### src/rtl/mkio_rx_writer.sv
// mkio_rx_writer: MKIO (MIL-STD-1553) remote-terminal receive-message assembler.
// It watches the stream of decoded words from the Manchester decoder. When it sees
// a receive command addressed to this terminal (RT_ADDR) or to broadcast (31), it
// writes the data words that follow into the 32x16 data RAM through the RAM's
// write port, and then reports either completion or an abort.
//
// Ports:
//   clk, rst_n                       clock (also the RAM wrclock), async active-low reset
//   word_valid, word_data            one-cycle decoded-word strobe and its 16-bit payload
//   word_is_cmd, word_perr           command-sync flag and parity/Manchester error flag
//   wr_data, wr_addr, wr_en          RAM write port (data, wraddress, wren)
//   busy                             a message is being received
//   msg_done, msg_err                one-cycle completion / abort pulses
//   msg_sa, msg_wc, msg_bcast        subaddress, word count (1..32) and broadcast flag
//                                    of the current or most recent message
module mkio_rx_writer #(
    parameter int unsigned DATA_WIDTH = 16,
    parameter int unsigned ADDR_WIDTH = 5,
    parameter int unsigned RT_ADDR    = 3,
    parameter int unsigned GAP_CYCLES = 1000
) (
    input  logic                  clk,
    input  logic                  rst_n,
    input  logic                  word_valid,
    input  logic [DATA_WIDTH-1:0] word_data,
    input  logic                  word_is_cmd,
    input  logic                  word_perr,
    output logic [DATA_WIDTH-1:0] wr_data,
    output logic [ADDR_WIDTH-1:0] wr_addr,
    output logic                  wr_en,
    output logic                  busy,
    output logic                  msg_done,
    output logic                  msg_err,
    output logic [4:0]            msg_sa,
    output logic [5:0]            msg_wc,
    output logic                  msg_bcast
);

    localparam int unsigned IDX_W    = 6;
    localparam int unsigned GAP_W    = $clog2(GAP_CYCLES + 1);
    localparam logic [4:0]  BCAST_RT = 5'd31;

    typedef enum logic {
        IDLE = 1'b0,
        RECV = 1'b1
    } state_e;

    state_e                state_q, state_d;
    logic [IDX_W-1:0]      idx_q, idx_d;
    logic [GAP_W-1:0]      gap_q, gap_d;
    logic [DATA_WIDTH-1:0] wr_data_q, wr_data_d;
    logic [ADDR_WIDTH-1:0] wr_addr_q, wr_addr_d;
    logic                  wr_en_q, wr_en_d;
    logic                  busy_q;
    logic                  done_q, done_d;
    logic                  err_q, err_d;
    logic [4:0]            sa_q, sa_d;
    logic [5:0]            wc_q, wc_d;
    logic                  bcast_q, bcast_d;

    // Command word fields.
    logic [4:0]       cmd_rt_c;
    logic             cmd_tr_c;
    logic [4:0]       cmd_sa_c;
    logic [4:0]       cmd_wc_c;
    logic             cmd_ok_c;
    logic             accept_c;
    logic [IDX_W-1:0] idx_inc_c;

    assign cmd_rt_c  = word_data[15:11];
    assign cmd_tr_c  = word_data[10];
    assign cmd_sa_c  = word_data[9:5];
    assign cmd_wc_c  = word_data[4:0];
    assign idx_inc_c = idx_q + IDX_W'(1);

    // A receive command for us or broadcast; subaddresses 0 and 31 are mode codes.
    assign cmd_ok_c = word_valid && word_is_cmd && !word_perr
                      && (cmd_rt_c == 5'(RT_ADDR) || cmd_rt_c == BCAST_RT)
                      && !cmd_tr_c
                      && cmd_sa_c != 5'd0 && cmd_sa_c != 5'd31;

    // Next-state and registered-output logic.
    always_comb begin
        state_d   = state_q;
        idx_d     = idx_q;
        gap_d     = gap_q;
        wr_data_d = wr_data_q;
        wr_addr_d = wr_addr_q;
        wr_en_d   = 1'b0;
        done_d    = 1'b0;
        err_d     = 1'b0;
        sa_d      = sa_q;
        wc_d      = wc_q;
        bcast_d   = bcast_q;
        accept_c  = 1'b0;

        unique case (state_q)
            IDLE: begin
                accept_c = cmd_ok_c;
            end
            RECV: begin
                gap_d = gap_q + GAP_W'(1);
                if (word_valid && word_is_cmd) begin
                    // Any command aborts; it may also immediately start a new message.
                    err_d    = 1'b1;
                    state_d  = IDLE;
                    accept_c = cmd_ok_c;
                end else if (word_valid && word_perr) begin
                    err_d   = 1'b1;
                    state_d = IDLE;
                end else if (word_valid) begin
                    wr_en_d   = 1'b1;
                    wr_addr_d = idx_q[ADDR_WIDTH-1:0];
                    wr_data_d = word_data;
                    idx_d     = idx_inc_c;
                    gap_d     = '0;
                    if (idx_inc_c == wc_q) begin
                        done_d  = 1'b1;
                        state_d = IDLE;
                    end
                end else if (gap_q == GAP_W'(GAP_CYCLES - 1)) begin
                    // Silence limit reached; a word in this cycle would have won instead.
                    err_d   = 1'b1;
                    state_d = IDLE;
                end
            end
            default: begin
                state_d = IDLE;
            end
        endcase

        if (accept_c) begin
            state_d = RECV;
            idx_d   = '0;
            gap_d   = '0;
            sa_d    = cmd_sa_c;
            wc_d    = (cmd_wc_c == 5'd0) ? 6'd32 : {1'b0, cmd_wc_c};
            bcast_d = (cmd_rt_c == BCAST_RT);
        end
    end

    // State and output registers.
    always_ff @(posedge clk or negedge rst_n) begin
        if (!rst_n) begin
            state_q   <= IDLE;
            idx_q     <= '0;
            gap_q     <= '0;
            wr_data_q <= '0;
            wr_addr_q <= '0;
            wr_en_q   <= 1'b0;
            busy_q    <= 1'b0;
            done_q    <= 1'b0;
            err_q     <= 1'b0;
            sa_q      <= '0;
            wc_q      <= '0;
            bcast_q   <= 1'b0;
        end else begin
            state_q   <= state_d;
            idx_q     <= idx_d;
            gap_q     <= gap_d;
            wr_data_q <= wr_data_d;
            wr_addr_q <= wr_addr_d;
            wr_en_q   <= wr_en_d;
            busy_q    <= (state_d == RECV);
            done_q    <= done_d;
            err_q     <= err_d;
            sa_q      <= sa_d;
            wc_q      <= wc_d;
            bcast_q   <= bcast_d;
        end
    end

    assign wr_data   = wr_data_q;
    assign wr_addr   = wr_addr_q;
    assign wr_en     = wr_en_q;
    assign busy      = busy_q;
    assign msg_done  = done_q;
    assign msg_err   = err_q;
    assign msg_sa    = sa_q;
    assign msg_wc    = wc_q;
    assign msg_bcast = bcast_q;

endmodule

### config.mk
export PLATFORM = sky130hd
export DESIGN_NAME = mkio_rx_writer
export DESIGN_NICKNAME = d
export VERILOG_FILES = /design/src/rtl/mkio_rx_writer.sv
export SDC_FILE = /design/constraint.sdc
export NUM_CORES = 1
export LEC_CHECK = 0
export CAP_MARGIN = 20
export CORE_UTILIZATION = 50
export CTS_CLUSTER_SIZE = 25
export DETAILED_ROUTE_END_ITERATION = 16
export DONT_BUFFER_PORTS = 1
export SLEW_MARGIN = 20
export SYNTH_ARGS = -nofsm -noshare
export SYNTH_HDL_FRONTEND = slang
export SYNTH_SLANG_ARGS = --single-unit
### constraint.sdc
create_clock -name clk -period 2.25 [get_ports clk]
set_clock_uncertainty 0.15 [all_clocks]
set_input_delay 0.1125 -clock clk [delete_from_list [all_inputs] [get_ports clk]]
set_output_delay 0.1125 -clock clk [all_outputs]
set_load 0.02 [all_outputs]
After elaboration in Yosys (flattened, before gate mapping):

Cells that the tools add are included.

* $add $sub $neg: 2
* bitwise gates (word level): 3
* equality and inequality tests: 7
* mux-type cells: 34
* reduce and logical (&&, ||, !) cells: 16

Operators with widths (number)
* 10-bit 2-to-1 mux: 5
* 6-bit 2-to-1 mux: 6
* 1-bit 2-to-1 mux: 22
* 10-bit by 1-bit adder with 10-bit output, second input constant: 1
* 10-bit equality test, second input constant: 1
* 4-bit AND reduction: 2
* 1-bit logical AND: 7
* 6-bit by 1-bit adder with 6-bit output, second input constant: 1
* 6-bit equality test: 1
* 5-bit by 2-bit equality test with 1-bit output, second input constant: 1
* 5-bit equality test, second input constant: 1
* 5-bit zero test: 1
* 5-bit != test, second input constant: 1
* 5-bit nonzero test: 1
* 2-bit != test, second input constant: 2
* 2-bit nonzero test: 2
* 1-bit inverter: 3
* 1-bit zero test: 2
* 1-bit case mux with 2 select lines: 1
* 1-bit logical OR: 1

* word-level logic and storage cells: 73
* register bits: 53
* bits of input ports: 21

Longest topological paths before layout:

Gate-level depths: netlist (run 1).

* depth after elaboration: 10
* mapped depth: 6
* depth with buffers taken out: 6

Least setup slack after synthesis (run 1):

OpenSTA, ideal clock, no wires.

* path kind: flip-flop to flip-flop
* from: register idx_q[0]
* to: register busy_q (netlist: busy)
* data required time: 1973 ps
* data arrival time: 1675 ps
* setup time: 127 ps
* clock period less this slack: 1952 ps
* setup slack: 298 ps
* cell stages (with the launch flop): 7
* path through: dfrtp_1 ha_1 or3b_2 a211oi_1 o31ai_1 nor3b_2 a21oi_2

* word-level cells in the longest chain between the ends: 8

RTL lines
* start: declaration: line 49 `logic [IDX_W-1:0] idx_q, idx_d;`
* start signal: assignment: line 159 `idx_q <= idx_d;`
* 6-bit by 1-bit adder with 6-bit output: line 74 `assign idx_inc_c = idx_q + IDX_W'(1);`
* 6-bit equality test: line 117 `if (idx_inc_c == wc_q) begin`
* 1-bit 2-to-1 mux: line 117
* 1-bit 2-to-1 mux: line 111 `end else if (word_valid) begin`
* 1-bit 2-to-1 mux: line 108 `end else if (word_valid && word_perr) begin`
* 1-bit 2-to-1 mux: line 103 `if (word_valid && word_is_cmd) begin`
* 1-bit 2-to-1 mux: line 97 `unique case (state_q)`
* 1-bit 2-to-1 mux: line 132 `if (accept_c) begin`
* net state_d: line 48 `state_e state_q, state_d;`
* end signal: assignment: line 164 `busy_q <= (state_d == RECV);`
* end: declaration: line 54 `logic busy_q;`

The timed path passes the listed nets, and every way through them passes these cells.
A chain may end at the register's enable or synchronous reset.

Worst setup path in the final report (run 1):

Same ends and word-level chain as after synthesis.

==> run_results.csv, run 1 <==
group,metric,value,unit
hold_path,hold_path.class,"in -> reg",
worst_setup_path,rrSetupSlack,170,ps
route,ant_nets,0,
global_route,globalRouteMet1Util,30.05,%
timing,hold_violations,0,
cells_and_area,area_growth,17.11,%
clock_network,worst_skew_pair.late_latency,300,ps
worst_setup_path,crit_slowest_cell,"or3b_2",
clock_network,cts.repair.resized,0,
cells_and_area,final_cells,323,
synth,syn-cell-area,2435,µm²
synth,yosys_warnings,0,
route,route.detailed.drc,0,
route,avgViaCountPerCell,5.446,
global_route,gr-usage-met2,33.65,%
clock_network,cts_tree,"built",
clock_network,numCtsBuffers,5,
synth,syn-num-nets,267,
clock_network,clock_sinks,53,
route,post_drt_wl_per_cell,15.71,µm
synth,synthTopCellsByArea,"dfrtp_1, nand2_1, mux2_2, nor2_1, xnor2_1",
cells_and_area,layout_common_cells,"nand2_1, dfrtp_1, nor2_1, dlygate4sd3_1",
run,drv_cap,0,
global_route,grt_use_total,21.56,%
global_route,grt_pass1_vias,1785,
die,num_rows,25,
worst_setup_path,path_class,"reg -> reg",
cells_and_area,fill_cells,400,
clock_network,htree_levels,2,
timing,fin_setup_tns,0,ps
worst_setup_path,worst_r2r_path_depth,6,
timing,max_freq,0.4819,GHz
pwr,cellPowerDensity,720.8,nW/µm²
route,vias,1759,
timing,worstMarginPinSlew,339.3,ps
synth,synthFlopType,"dfrtp_1",
die,design.core.area,4692,µm²
route,wirelength,5074,µm
run_status,status,"complete, no violations",
worst_setup_path,crit_family,"simple AND/OR/NAND/NOR gates",
timing,finalCritPeriodShare,92.22,%
clock_network,cts_root_buf,"clkbuf_8",
die,start_util,51.89,%
timing,grt_setup_unrepaired,"false",
timing,finalCriticalPeriod,2075,ps
synth,yosysTopAreaCellShare,54.47,%
cells_and_area,diodes,0,
synth,async_flop_share,100.0,%
placed_design,place_area,2510,µm²
die,io_pins,58,
global_route,grt_max_degree,54,
worst_setup_path,path_max_fanout,6,
clock_network,path_clk_slew,100,ps
clock_network,cts_buffer_depth,2,
cells_and_area,drive_gt1_share,11.90,%
placed_design,dp.cells,296,
worst_setup_path,path_buf_inv,0,
worst_setup_path,required,2280,ps
timing,finalMaxSlewViolations,0,
synth,ys_ff_latch,53,
synth,ys_types,40,
synth,yosys.area.top_type,"dfrtp_1",
clock_network,post_cts_buffers,0,
global_route,grt-busiest-layer,"met2",
worst_setup_path,path_cells,"ha_1 > or3b_2 > a211oi_1 > o31ai_1 > nor3b_2 > a21oi_2",
global_route,antenna_found_initial,0,
synth,seq_area_frac_synth,54.47,%
placed_design,port_buffers,0,
route,drt_iter0_markers,151,
cells_and_area,fin_util,60.77,%
synth,synthCells,244,
pwr,power_leakage,1.385,nW
synth,avgSynthCellArea,9.979,µm²
hold_path,min_path_cells,3,
global_route,use_met3,6.048,%
worst_setup_path,end_kind,"flop",
pwr,power,2.055,mW
pwr,peakVddDrop,0.4661,mV
worst_setup_path,path_depth,6,
die,dieHeight,71.79,µm
synth,synth_enable_flop_cells,0,
timing,max_slew_margin,77.19,%
clock_network,cts_hold_buf,19,
cells_and_area,layout_commonest_cell,"nand2_1",
global_route,grt_pass1_wl,8652,µm
worst_setup_path,max_stage_delay,460,ps
worst_setup_path,cp-start-kind,"flop",
worst_setup_path,critPathArrivalTime,2110,ps
placed_design,routabilityCongestion,0.7889,
timing,setup_viol,0,
die,dieWidth,71.79,µm
cells_and_area,postLayoutCellArea,2851,µm²
placed_design,place_hpwl,3219,µm
global_route,overflow,0,
die,dieArea,5153,µm²
cells_and_area,final_nets,291,
route,first_pass_iters,6,
worst reg2reg max path: stages (launching register included):
cell      delay [ps]
dfrtp_1          440
ha_1             280
or3b_2           460
a211oi_1         250
o31ai_1          120
nor3b_2          190
a21oi_2           70
per-layer routing:
| metal | vias to the layer above | share of wire [%] |
|---|---|---|
| met5 | - | 0 |
| met4 | 0 | 1.0 |
| met3 | 6 | 5.0 |
| met2 | 43 | 47 |
| met1 | 842 | 47 |
| li1 | 868 | - |
metrics by stage:
step / worst slack, ps / hold slack, ps
6_report: 175.0 / 15.03
5_1_grt: 47.13 / 40.80
4_1_cts: 157.4 / 4.339
3_5_place_dp: 173.4 / -331.7
3_3_place_gp: 222.4 / -331.5
2_1_floorplan: 298.3 / -333.1
registers in the layout, summed over array words and instances, names as in the netlist:
| register | flops |
|---|---|
| wr_data | 16 |
| gap_q | 10 |
| idx_q | 6 |
| msg_wc | 6 |
| msg_sa | 5 |
| wr_addr | 5 |
| busy | 1 |
| msg_bcast | 1 |
| msg_done | 1 |
| msg_err | 1 |
| wr_en | 1 |
synthesized netlist by cell type, drive strengths merged (3+ instances only):
library cell  count
nor2             19
a21oi             8
o21ai             8
nand2            71
and3              5
nand2b            3
nor3b             4
nor4bb            5
nand4             4
dfrtp            53
xnor2             7
clkbuf            7
xor2              7
buf               3
inv               3
nor3              6
mux2             10
final timing paths:
kind,end,startpoint
worst max-delay path,busy,idx_q[0]
max in group asynchronous,msg_wc[1],rst_n
worst min-delay path,msg_bcast,word_data[14]
min in group asynchronous,gap_q[9],rst_n
worst min register to register,wr_addr[1],idx_q[1]
worst max register to register,busy,idx_q[0]
area by class of cell:
cell class | instances | area [µm²] | area share, %
clock inverters | 3 | 65.06 | 2.282
repair buffers | 27 | 267.8 | 9.390
inverters | 4 | 15.01 | 0.5265
clock buffers | 5 | 68.82 | 2.413
flip-flops and latches | 53 | 1326 | 46.51
multi-input cells | 177 | 1041 | 36.51
well taps | 54 | 67.56 | 2.369
logic make-up (layout without fill, tap and decap cells):
kind of cell | Yosys count | in the layout | synth area share (%)
flip-flops | 53 | 53 | 54.47
XOR/XNOR | 14 | 14 | 5.036
multiplexers | 11 | 11 | 5.345
adder cells (fa/ha/maj) | 2 | 2 | 1.028
AND/OR/NAND/NOR | 126 | 126 | 24.61
AO/OA/AOI/OAI | 24 | 24 | 6.733
buffers and inverters | 14 | 39 | 2.775
where the power goes:
part / internal, mW / switching, mW / leakage, nW
clock: 0.442 / 0.310 / 0.0681
sequential: 1.01 / 0.0951 / 0.699
combinational: 0.101 / 0.0935 / 0.618
total: 1.56 / 0.498 / 1.38
No activity file was read; power rests on OpenSTA's default activity.
==> inputs of run 2 (changes only) <==
--- a/config.mk
+++ b/config.mk
@@ -10,6 +10,7 @@
 export CTS_CLUSTER_SIZE = 25
 export DETAILED_ROUTE_END_ITERATION = 16
 export DONT_BUFFER_PORTS = 1
+export GPL_TIMING_DRIVEN = 0
 export SLEW_MARGIN = 20
 export SYNTH_ARGS = -nofsm -noshare
 export SYNTH_HDL_FRONTEND = slang
==> run 2 against run 1 <==
Maximum frequency is 3.4% lower. Total power shrank 12%. Combinational power about the same. Count of clock-buffer cells in the layout increased by 1. Hold slack got worse by 7.0 ps. First-iteration DRC count decreased by 51%. Setup slack worse by 73 ps. Cell count up 1.5%. Via count increased by 3.4%. Core utilization is 0.59 points lower. Largest power group unchanged.
==> run_results.csv, run 2 (same netlist as run 1, synthesis figures left out) <==
group,metric,value,unit
timing,setup_viol,0,
run,drv_cap,0,
cells_and_area,largest_register_ffs,16,
worst_setup_path,rrSetupSlack,100,ps
worst_setup_path,cp-start-kind,"flop",
cells_and_area,layout_commonest_cell,"nand2_1",
clock_network,cts_root_buf,"clkbuf_8",
route,wirelength,5117,µm
timing,fin_setup_tns,0,ps
cells_and_area,drive_gt1_share,11.31,%
clock_network,numCtsBuffers,5,
global_route,antenna_found_initial,0,
route,route.detailed.drc,0,
route,drt_iter0_markers,74,
global_route,grt_max_degree,54,
placed_design,dp_slack,28.78,ps
clock_network,path_clk_slew,90,ps
die,dieArea,5153,µm²
die,dieHeight,71.79,µm
hold_path,hold_path_end,"msg_bcast",
cells_and_area,diodes,0,
run_status,status,"complete, no violations",
timing,finalCriticalPeriod,2148,ps
clock_network,htree_levels,2,
global_route,grt_use_total,21.66,%
route,post_drt_wl_per_cell,15.60,µm
route,first_pass_iters,6,
hold_path,hold_path.class,"in -> reg",
worst_setup_path,critPathArrivalTime,2190,ps
worst_setup_path,worst_r2r_path_depth,6,
clock_network,clock_sinks,53,
die,io_pins,58,
worst_setup_path,end_kind,"flop",
placed_design,port_buffers,0,
clock_network,worst_skew_pair.late_latency,300,ps
clock_network,cts_buffer_depth,2,
pwr,peakVddDrop,0.3638,mV
cells_and_area,fin_util,60.19,%
worst_setup_path,r2r-start,"idx_q[1]",
timing,finalCritPeriodShare,95.46,%
cells_and_area,fill_cells,407,
worst_setup_path,regToRegEndpoint,"busy",
clock_network,cts_tree,"built",
hold_path,hp-start,"word_data[15]",
global_route,grt_pass1_vias,1786,
timing,max_freq,0.4656,GHz
hold_path,min_path_cells,3,
route,vias,1818,
placed_design,place_hpwl,3345,µm
die,start_util,51.89,%
worst_setup_path,required,2290,ps
global_route,overflow,0,
die,design.core.area,4692,µm²
die,num_rows,25,
worst_setup_path,path_class,"reg -> reg",
placed_design,routabilityCongestion,0.7840,
pwr,cellPowerDensity,643.6,nW/µm²
timing,finalMaxSlewViolations,0,
cells_and_area,area_growth,15.98,%
timing,hold_violations,0,
timing,layout_setup_ws,102.3,ps
route,ant_nets,0,
cells_and_area,layout_common_cells,"nand2_1, dfrtp_1, nor2_1, dlygate4sd3_1",
pwr,power_leakage,1.353,nW
pwr,power,1.818,mW
die,dieWidth,71.79,µm
global_route,grt_pass1_wl,8535,µm
timing,grt_setup_unrepaired,"false",
timing,worstMarginPinSlew,673.6,ps
cells_and_area,final_nets,296,
route,avgViaCountPerCell,5.543,
worst_setup_path,path_max_fanout,6,
timing,max_slew_margin,55.09,%
timing,whs,8.018,ps
-- run 2: per-stage QoR --
stage	std cells	cell area, µm²
finish	328	2824
global route	328	2824
CTS	325	2793
detailed placement	298	2502
global placement	298	2502
floorplan	244	2435
-- run 2: layout make-up --
class,count,area (µm²),share of cell area [%]
Timing Repair Buffer,22,230.2,8.152
Multi-Input combinational cell,177,1049,37.13
Sequential cell,53,1328,47.01
Clock buffer,6,72.57,2.570
Tap cell,54,67.56,2.393
Buffer,10,52.55,1.861
Clock inverter,2,10.01,0.3545
Inverter,4,15.01,0.5317
-- run 2: layer usage --
metal | part of all wire [%] | global-route usage, % | vias up
met5 | 0 | 0 | -
li1 | - | - | 885
met4 | 0.92 | 6.754 | 0
met2 | 48 | 32.70 | 49
met3 | 5.8 | 7.314 | 4
met1 | 46 | 29.67 | 880
-- run 2: worst max-delay path by stage --
stage / startpoint / endpoint / slack (ps) / cells past startpoint
floorplan: idx_q[0] / busy / 300 / 6
global placement: idx_q[0] / busy / 70 / 6
detailed placement: idx_q[0] / busy / 30 / 6
CTS: idx_q[0] / busy / 7 / 6
global route: idx_q[1] / busy / 10 / 6
finish: idx_q[1] / busy / 100 / 6
-- run 2: power by group --
part / internal, mW / switching [mW]
clock: 0.216 / 0.295
sequential: 1.01 / 0.0993
combinational: 0.103 / 0.0903
-- run 2: what timing repair did --
item | CTS | global route
setup buffers | 0 | 3
resized for setup | 0 | 3
setup endpoints to repair | 0 | 2
endpoints found under the hold margin | 83 | 0
hold buffers | 19 | 0
-- run 2: worst max-delay path: stages (launching register included) --
cell	delay, ps
dfrtp_1	430
ha_2	270
or3b_2	450
a211oi_1	290
o31ai_1	170
nor3b_2	210
a21oi_2	70
==> inputs of run 3 (changes only) <==
--- a/config.mk
+++ b/config.mk
@@ -11,6 +11,7 @@
 export DETAILED_ROUTE_END_ITERATION = 16
 export DONT_BUFFER_PORTS = 1
 export GPL_TIMING_DRIVEN = 0
+export HOLD_SLACK_MARGIN = 0.08
 export SLEW_MARGIN = 20
 export SYNTH_ARGS = -nofsm -noshare
 export SYNTH_HDL_FRONTEND = slang
==> run 3 against run 2 <==
Sequential power about the same. Via count decreased by 0.50%. Total power about the same. Wire length is 0.29% higher. Sequential share of layout area unchanged. Register-to-register slack is essentially flat. Hold slack improved by 93 ps. Combinational power is essentially flat. First-iteration DRC count grew 2.7%. Cell count unchanged. Critical path type is now in -> reg. Critical endpoint is now msg_sa[4].
==> run_results.csv, run 3 (same netlist as run 1, synthesis figures left out) <==
group,metric,value,unit
pwr,power_leakage,1.353,nW
cells_and_area,fin_util,60.19,%
placed_design,routabilityCongestion,0.7840,
timing,hold_violations,0,
pwr,netSwitchingPower,485.0,µW
route,vias,1809,
global_route,antenna_found_initial,0,
placed_design,port_buffers,0,
placed_design,place_hpwl,3345,µm
global_route,overflow,0,
pwr,combPwrFrac,10.6,%
route,dr_wl_met2,2413,µm
timing,finalMaxSlewViolations,0,
pwr,internal_power,1.333,mW
pwr,cellPowerDensity,643.8,nW/µm²
global_route,grt_use_total,21.72,%
worst_setup_path,critPathArrivalTime,2180,ps
cells_and_area,layout_commonest_cell,"nand2_1",
die,num_rows,25,
hold_path,hold_path.class,"in -> reg",
route,avgViaCountPerCell,5.515,
timing,worstMarginPinSlew,676.7,ps
route,met1_length,2378,µm
die,dieHeight,71.79,µm
cells_and_area,layout_common_cells,"nand2_1, dfrtp_1, nor2_1, dlygate4sd3_1",
clock_network,htree_levels,2,
route,highest_layer,"met4",
die,dieArea,5153,µm²
pwr,p_sw_share,26.68,%
timing,max_slew_margin,54.89,%
route,route.detailed.drc,0,
die,start_util,51.89,%
cells_and_area,diodes,0,
timing,finalCritPeriodShare,95.40,%
route,first_pass_iters,4,
clock_network,numCtsBuffers,5,
global_route,grt_pass1_vias,1794,
clock_network,worst_skew_pair.late_latency,300,ps
die,dieWidth,71.79,µm
worst_setup_path,cp-start-kind,"input pin",
timing,grt_setup_unrepaired,"false",
route,ant_nets,0,
clock_network,path_clk_slew,90,ps
timing,setup_viol,0,
clock_network,clock_sinks,53,
route,wirelength,5132,µm
run_status,status,"complete, no violations",
pwr,peakVddDrop,0.3634,mV
cells_and_area,final_nets,296,
timing,whs,101.1,ps
route,drt_iter0_markers,76,
pwr,clkPwrFrac,28.1,%
global_route,grt_max_degree,54,
route,post_drt_wl_per_cell,15.65,µm
cells_and_area,drive_gt1_share,11.31,%
run,drv_cap,0,
clock_network,cts_tree,"built",
cells_and_area,area_growth,15.98,%
die,io_pins,58,
timing,finalCriticalPeriod,2147,ps
route,dr_wl_met3,297,µm
cells_and_area,fill_cells,407,
worst_setup_path,required,2290,ps
cells_and_area,largest_register_ffs,16,
timing,max_freq,0.4659,GHz
worst_setup_path,path_max_fanout,10,
global_route,grt_pass1_wl,8549,µm
clock_network,cts_root_buf,"clkbuf_8",
timing,fin_setup_tns,0,ps
pwr,seq_power_share,61.2,%
clock_network,cts_buffer_depth,2,
worst_setup_path,end_kind,"flop",
die,design.core.area,4692,µm²
worst_setup_path,path_class,"in -> reg",
-- run 3: cell counts in the layout (fill, tap and decap cells not counted) --
Identical to the previous run, type by type.
-- run 3: layer usage --
metal / track usage [%] / vias up
li1: - / 884
met1: 29.67 / 872
met2: 32.91 / 49
met3: 7.314 / 4
met4: 6.754 / 0
met5: 0 / -
-- run 3: path summary, 6_finish.rpt --
kind                               startpoint     endpoint  slack, ps  depth (start not counted)
worst max-delay path            word_data[15]    msg_sa[4]        100                          6
worst max register to register       idx_q[1]         busy        110                          6
max in group asynchronous               rst_n  wr_data[14]       1540                          2
min in group asynchronous               rst_n     msg_done        170                          2
worst min register to register       gap_q[9]     gap_q[9]        400                          2
worst min-delay path             word_data[8]    msg_wc[4]        100                          2
-- run 3: cell type report --
type	instances	area [µm²]	share of cell area [%]
well taps	54	67.56	2.393
flip-flops and latches	53	1328	47.01
clock buffers	6	72.57	2.570
clock inverters	2	10.01	0.3545
plain buffers	10	52.55	1.861
repair buffers	22	230.2	8.152
inverters	4	15.01	0.5317
multi-input cells	177	1049	37.13
-- run 3: per-stage QoR --
step / setup slack [ps] / total power [mW] / cells / cell area, µm²
5_1_grt: 7.332 / 1.923 / 328 / 2824
4_1_cts: 7.182 / 1.842 / 325 / 2793
3_3_place_gp: 68.37 / 1.261 / 298 / 2502
3_5_place_dp: 28.78 / 1.266 / 298 / 2502
6_report: 103.5 / 1.818 / 328 / 2824
2_1_floorplan: 298.3 / 1.231 / 244 / 2435
-- run 3: critical path: stages --
cell and delay, ps:
dlygate4sd3_1 570, and3_1 180, o2111ai_1 160, a311oi_4 610, buf_6 250, mux2_4 300
-- run 3: power groups by stage --
| stage | combinational (mW) | sequential [mW] | clock, mW |
|---|---|---|---|
| floorplan | 0.115 | 1.12 | 0 |
| global placement | 0.128 | 1.13 | 0 |
| detailed placement | 0.132 | 1.13 | 0 |
| CTS | 0.189 | 1.12 | 0.538 |
| global route | 0.221 | 1.12 | 0.577 |
| finish | 0.194 | 1.11 | 0.511 |
-- run 3: timing repair --
item	4_1_cts	5_1_grt
setup endpoints to repair	0	2
gates resized for setup	0	3
buffers inserted	0	3
endpoints found under the hold margin	83	0
hold buffers	19	0
